### src/rtl/decode_pkg.sv
`default_nettype none
// ============================================================================
// Module      : decode_pkg
// Description : Shared constants for the Decode stage: register index width,
//               the zero register, the NOP encoding and major opcodes.
// Revision    : 1.0 - initial release
// ============================================================================
package decode_pkg;

    localparam int REG_IDX_W = 5;

    localparam logic [REG_IDX_W-1:0] REG_ZERO  = 5'd0;
    localparam logic [31:0]          NOP_INSTR = 32'h0000_0000;

    typedef enum logic [5:0] {
        OP_RTYPE = 6'h00,
        OP_J     = 6'h02,
        OP_BEQ   = 6'h04,
        OP_ADDI  = 6'h08,
        OP_LW    = 6'h23,
        OP_SW    = 6'h2B
    } opcode_t;

endpackage
`default_nettype wire

### src/rtl/decode_regfile.sv
`default_nettype none
// ============================================================================
// Module      : regfile
// Description : NREGS x WIDTH register file, two combinational read ports,
//               one write port from Writeback; r0 hardwired to zero.
//               Optional write-through bypass: DECODE_WB_BYPASS_EN.
// Revision    : 1.0 - initial release
// ============================================================================
module regfile
    import decode_pkg::*;
#(
    parameter int NREGS = 32,
    parameter int WIDTH = 32,
    parameter int AW    = $clog2(NREGS)
) (
    input  logic             clk,
    input  logic             reset,
    input  logic             we,
    input  logic [AW-1:0]    waddr,
    input  logic [WIDTH-1:0] wdata,
    input  logic [AW-1:0]    raddr1,
    input  logic [AW-1:0]    raddr2,
    output logic [WIDTH-1:0] rdata1,
    output logic [WIDTH-1:0] rdata2
);

    logic [WIDTH-1:0] mem_q [NREGS];
    logic [WIDTH-1:0] mem_d [NREGS];
    logic             wr_en;

    assign wr_en = we && (waddr != AW'(REG_ZERO));

    always_comb begin
        mem_d = mem_q;
        if (wr_en) begin
            mem_d[waddr] = wdata;
        end
    end

    always_ff @(posedge clk or negedge reset) begin
        if (!reset) begin
            mem_q <= '{default: '0};
        end else begin
            mem_q <= mem_d;
        end
    end

`ifdef DECODE_WB_BYPASS_EN
    // wr_en already excludes r0, so a bypassed read of r0 still returns zero
    always_comb begin
        rdata1 = '0;
        rdata2 = '0;
        if (wr_en && (waddr == raddr1)) begin
            rdata1 = wdata;
        end else if (raddr1 != AW'(REG_ZERO)) begin
            rdata1 = mem_q[raddr1];
        end
        if (wr_en && (waddr == raddr2)) begin
            rdata2 = wdata;
        end else if (raddr2 != AW'(REG_ZERO)) begin
            rdata2 = mem_q[raddr2];
        end
    end
`else
    always_comb begin
        rdata1 = '0;
        rdata2 = '0;
        if (raddr1 != AW'(REG_ZERO)) begin
            rdata1 = mem_q[raddr1];
        end
        if (raddr2 != AW'(REG_ZERO)) begin
            rdata2 = mem_q[raddr2];
        end
    end
`endif

endmodule
`default_nettype wire

### src/rtl/decode.sv
`default_nettype none
// ============================================================================
// Module      : decode
// Description : IF/ID pipeline register plus Decode-stage datapath: register
//               file, immediate, branch target and early branch compare.
//               Optional write-through bypass: DECODE_WB_BYPASS_EN.
// Revision    : 1.0 - initial release
// ============================================================================
module decode
    import decode_pkg::*;
#(
    parameter int NREGS = 32,
    parameter int WIDTH = 32
) (
    input  logic                     clk,
    input  logic                     reset,
    input  logic [31:0]              instrF,
    input  logic [WIDTH-1:0]         pcplus4F,
    input  logic                     stallD,
    input  logic                     flushD,
    input  logic                     regwriteW,
    input  logic [$clog2(NREGS)-1:0] writeregW,
    input  logic [WIDTH-1:0]         resultW,
    input  logic                     forwardAD,
    input  logic                     forwardBD,
    input  logic [WIDTH-1:0]         aluoutM,
    output logic [31:0]              instrD,
    output logic [WIDTH-1:0]         pcplus4D,
    output logic                     validD,
    output logic [5:0]               opD,
    output logic [5:0]               functD,
    output logic [4:0]               rsD,
    output logic [4:0]               rtD,
    output logic [4:0]               rdD,
    output logic [WIDTH-1:0]         rd1D,
    output logic [WIDTH-1:0]         rd2D,
    output logic [WIDTH-1:0]         signimmD,
    output logic [WIDTH-1:0]         pcbranchD,
    output logic                     equalD
);

    localparam int AW = $clog2(NREGS);

    logic [31:0]      instr_q,   instr_d;
    logic [WIDTH-1:0] pcplus4_q, pcplus4_d;
    logic             valid_q,   valid_d;

    // Flush outranks stall so a squashed slot never survives a held pipeline
    always_comb begin
        instr_d   = instr_q;
        pcplus4_d = pcplus4_q;
        valid_d   = valid_q;
        if (flushD) begin
            instr_d   = NOP_INSTR;
            pcplus4_d = '0;
            valid_d   = 1'b0;
        end else if (!stallD) begin
            instr_d   = instrF;
            pcplus4_d = pcplus4F;
            valid_d   = 1'b1;
        end
    end

    always_ff @(posedge clk or negedge reset) begin
        if (!reset) begin
            instr_q   <= NOP_INSTR;
            pcplus4_q <= '0;
            valid_q   <= 1'b0;
        end else begin
            instr_q   <= instr_d;
            pcplus4_q <= pcplus4_d;
            valid_q   <= valid_d;
        end
    end

    assign instrD   = instr_q;
    assign pcplus4D = pcplus4_q;
    assign validD   = valid_q;

    assign opD    = instr_q[31:26];
    assign rsD    = instr_q[25:21];
    assign rtD    = instr_q[20:16];
    assign rdD    = instr_q[15:11];
    assign functD = instr_q[5:0];

    regfile #(
        .NREGS (NREGS),
        .WIDTH (WIDTH),
        .AW    (AW)
    ) u_regfile (
        .clk    (clk),
        .reset  (reset),
        .we     (regwriteW),
        .waddr  (writeregW),
        .wdata  (resultW),
        .raddr1 (rsD[AW-1:0]),
        .raddr2 (rtD[AW-1:0]),
        .rdata1 (rd1D),
        .rdata2 (rd2D)
    );

    logic [WIDTH-1:0] cmp_a, cmp_b;

    assign signimmD  = {{(WIDTH-16){instr_q[15]}}, instr_q[15:0]};
    assign pcbranchD = pcplus4_q + (signimmD << 2);

    assign cmp_a  = forwardAD ? aluoutM : rd1D;
    assign cmp_b  = forwardBD ? aluoutM : rd2D;
    assign equalD = (cmp_a == cmp_b);

endmodule
`default_nettype wire

### config.mk
export PLATFORM = sky130hd
export DESIGN_NAME = decode
export DESIGN_NICKNAME = d
export VERILOG_FILES = /design/src/rtl/decode_pkg.sv /design/src/rtl/decode_regfile.sv /design/src/rtl/decode.sv
export SDC_FILE = /design/constraint.sdc
export NUM_CORES = 2
export LEC_CHECK = 0
export ABC_CLOCK_PERIOD_IN_PS = 9900
export CELL_PAD_IN_SITES_DETAIL_PLACEMENT = 0
export CELL_PAD_IN_SITES_GLOBAL_PLACEMENT = 1
export CORE_ASPECT_RATIO = 0.7
export CORE_MARGIN = 2
export CORE_UTILIZATION = 30
export CTS_BUF_LIST = sky130_fd_sc_hd__clkbuf_2 sky130_fd_sc_hd__clkbuf_4 sky130_fd_sc_hd__clkbuf_8
export DETAILED_ROUTE_END_ITERATION = 6
export PLACE_DENSITY = 0.62
export RECOVER_POWER = 50
export SLEW_MARGIN = 5
export SYNTH_ARGS = -nofsm -noshare
export SYNTH_HDL_FRONTEND = slang
export SYNTH_SLANG_ARGS = --single-unit
### constraint.sdc
create_clock -name clk -period 9.9 [get_ports clk]
set_clock_uncertainty 0.2 [all_clocks]
set_input_delay 1.485 -clock clk [delete_from_list [all_inputs] [get_ports clk]]
set_output_delay 1.485 -clock clk [all_outputs]
set_load 0.005 [all_outputs]
==> impl_metrics.json <==
{
  "final_max_slew_viol_count": 797,
  "synthFlopType": "dfrtp_1",
  "drc": 0,
  "dpl_cell_area_sq_mm": 0.0656,
  "fill_cells": 19300,
  "cp.arrival_ns": 6.29,
  "synth_xor_area_share_pct": 1.47,
  "slowest_delay_ns": 0.90,
  "rr_worst_depth": 3,
  "clock_path_buffers": 4,
  "synth-compound-area-share_pct": 4.67,
  "worstSetupStartpointType": "register",
  "die_w_um": 539,
  "dpl_worst_slack_ns": 2.97,
  "power.density_mw_per_mm2": 194,
  "tightest_slew_ns": 5.77,
  "hp-class": "register to register",
  "grt_pass1_vias": 41000,
  "final_nets": 4588,
  "synth_async_sr_flop_share_pct": 100,
  "hpwl_mm": 145,
  "cts_max_level": 4,
  "syn_area_per_cell_sq_um": 14.2,
  "antenna_found_initial": 25,
  "wl_per_cell_um": 32.4,
  "grt_use_total_pct": 22.5,
  "outcome": "complete, but fails checks",
  "grt-ovfl-total": 0,
  "synth.distinct_cells": 82,
  "rows": 137,
  "vdd_drop_max_mv": 0.105,
  "clkTransAtPathRegs_ns": 0.06,
  "worstHoldPathCells": 0,
  "die-area_sq_mm": 0.204,
  "drtIter0Drc": 4157,
  "cp_top_family": "simple AND/OR/NAND/NOR gates",
  "ff2ff_setup_slack_ns": 7.42,
  "holdCritStartpoint": "u_regfile.mem_q[1006]$_DFFE_PN0P_",
  "synth_simple_gate_area_share_pct": 3.36,
  "initial_utilization_pct": 30.2,
  "core_area_sq_mm": 0.199,
  "min_period_over_period_pct": 80.6,
  "synth_area_sq_mm": 0.0601,
  "maxCapViolations": 19,
  "setup_tns_ns": 0,
  "rsz0062_at_grt": "false",
  "setup_violations": 0,
  "critPathMaxFanout": 34,
  "swShare_pct": 29.7,
  "gp_congestion": 0.867,
  "timing.slew.headroom_pct": -285,
  "final_util_pct": 35.0,
  "final_area_sq_mm": 0.0697,
  "setup_slack_ns": 1.92,
  "wirelength_mm": 234,
  "power_leakage_nw": 29.0,
  "cts_hold_buffers": 0,
  "ant_nets": 0,
  "synth-edff-count": 0,
  "power.internal_mw": 9.49,
  "slowest_stage": "dfrtp_4",
  "r2r-start": "instrD[19]$_DFFE_PN0P_",
  "post_cts_resized": 0,
  "final_common_cell": "dfrtp_1",
  "crit_type": "register to output pin",
  "violations": "capacitance limit, slew limit",
  "post_drt_via_cell_ratio": 5.72,
  "cts_tree": "done",
  "grt_max_degree": 151,
  "crit_chain": "buf_4, and2_1, nand2_1, o2111ai_1, nand3_1, xor2_1, or4_1, a2111oi_2, o211ai_1, a21oi_1, o21a_1, clkdlybuf4s50_1",
  "power_frac_comb_pct": 22.0,
  "fp.dieH_um": 378,
  "yosysWarnings": 0,
  "layout-drive-gt1-share_pct": 43.1,
  "mostFrequentLayoutCells": "1079 x dfrtp_1, 1000 x mux2_2, 461 x mux4_2",
  "synth_top_family_by_area": "multiplexers",
  "fin_cells": 7210,
  "cts_made_buffers": 192,
  "synthAdderAreaFrac_pct": 0.637,
  "p_switching_mw": 4.02,
  "cts_sinks": 1089,
  "power_frac_seq_pct": 43.7,
  "post-route-min-period_ns": 7.98,
  "finalHoldViolCount": 0,
  "syn-instance-count": 4238,
  "cp.buffers_inverters": 2,
  "cp.required_ns": 8.22,
  "clkPwrFrac_pct": 34.3,
  "seq_area_frac_synth_pct": 45.3,
  "synthToLayoutAreaGrowth_pct": 15.9,
  "r2r_end": "instrD[19]$_DFFE_PN0P_",
  "post_cts_buffers": 0,
  "synth_nets": 4408,
  "ios": 361,
  "synthMuxAreaShare_pct": 39.9,
  "cp-end-kind": "output pin",
  "fmax_mhz": 125,
  "dp.cells": 6865,
  "grt_first_pass_wirelength_mm": 328,
  "vias": 41300,
  "synth-seq-cells": 1089,
  "dr.pass1.iters": 5,
  "cts-root-buf": "clkbuf_8",
  "holdPathEnd": "u_regfile.mem_q[1006]$_DFFE_PN0P_",
  "insertion_delay_ns": 0.92,
  "port_buffers": 360
}
[registers in the layout, indices dropped and copies added (netlist names)]
name,count
pcplus4D,32
validD,1
u_regfile.mem_q,1024
instrD,32
[worst max path at each step]
stage,cells past startpoint,endpoint,slack [ns],start
after floorplan,11,pcbranchD[31],5.04,instrD[1]$_DFFE_PN0P_
after global placement,13,equalD,2.95,instrD[16]$_DFFE_PN0P_
after detailed placement,13,equalD,2.97,instrD[16]$_DFFE_PN0P_
final,12,equalD,1.92,instrD[19]$_DFFE_PN0P_
after CTS,12,equalD,1.96,instrD[21]$_DFFE_PN0P_
after global routing,3,instrD[19]$_DFFE_PN0P_,1.40,reset
[Yosys cell counts, drive strengths merged, types with 3 or more instances]
library cell	instances	area (sq um)
a211o	7	61.3
a211oi	16	125
a21boi	5	37.5
a21o	16	120
a21oi	33	173
a221oi	7	61.3
a22o	19	166
a22oi	166	1260
a2bb2oi	3	26.3
a31o	3	26.3
a31oi	9	56.3
and2	10	62.6
and3	9	56.3
and3b	4	35.0
buf	245	1670
clkbuf	239	901
dfrtp	1089	27300
ha	29	363
inv	51	191
mux2	1000	11300
mux2i	229	2290
mux4	463	10400
nand2	103	387
nand2b	7	43.8
nand3	51	255
nand3b	9	67.6
nand4	18	119
nor2	122	465
nor2b	17	106
nor3	17	95.1
nor3b	6	50.1
nor4	13	96.3
o2111ai	6	52.6
o211ai	7	57.6
o21a	8	60.1
o21ai	25	136
o21bai	5	37.5
o22a	4	35.0
o22ai	22	138
o31ai	4	30.0
or2	9	56.3
or3	6	37.5
or3b	4	35.0
xnor2	66	578
xor2	35	307
[layout make-up]
cell class	count	area, sq um	area share (%)
Multi-Input combinational cell	2614	30200	43.3
Inverter	51	191	0.275
Clock inverter	27	234	0.336
Tap cell	2641	3300	4.74
Sequential cell	1089	27300	39.2
Timing Repair Buffer	470	4530	6.50
Clock buffer	313	3940	5.65
Antenna cell	5	12.5	0.0180
[per-stage QoR]
step                hold slack, ns  total power [mW]
floorplan                    0.228              7.75
global placement             0.165              8.85
detailed placement           0.168              8.91
CTS                          0.182              13.6
global route                 0.192              14.1
finish                       0.185              13.5
[logic make-up (layout without fill, tap and decap cells)]
family,after synthesis,in the layout
xor gates and xnor gates,101,101
DFF,1089,1089
muxes,1692,1692
buffers and inverters,535,861
and+or+nand+nor,411,411
other,0,5
AOI/OAI and AO/OA,380,380
adders and majority gates,30,30
[power groups by stage]
stage | Sequential, mW | Combinational (mW) | Clock (mW)
3_5_place_dp | 5.95 | 2.96 | 0
3_3_place_gp | 5.91 | 2.93 | 0
5_1_grt | 6.01 | 3.14 | 4.94
4_1_cts | 5.88 | 2.97 | 4.73
6_report | 5.91 | 2.97 | 4.63
2_1_floorplan | 5.71 | 2.04 | 0
[routing by layer]
| metal | up-vias | global-route usage [%] | wire length, um |
|---|---|---|---|
| met5 | - | 0 | 46 |
| met1 | 22500 | 31.9 | 103000 |
| met2 | 1827 | 33.9 | 104000 |
| met3 | 444 | 5.02 | 18500 |
| met4 | 4 | 7.64 | 8610 |
| li1 | 16500 | - | - |
(Power assumes the default switching activity.)
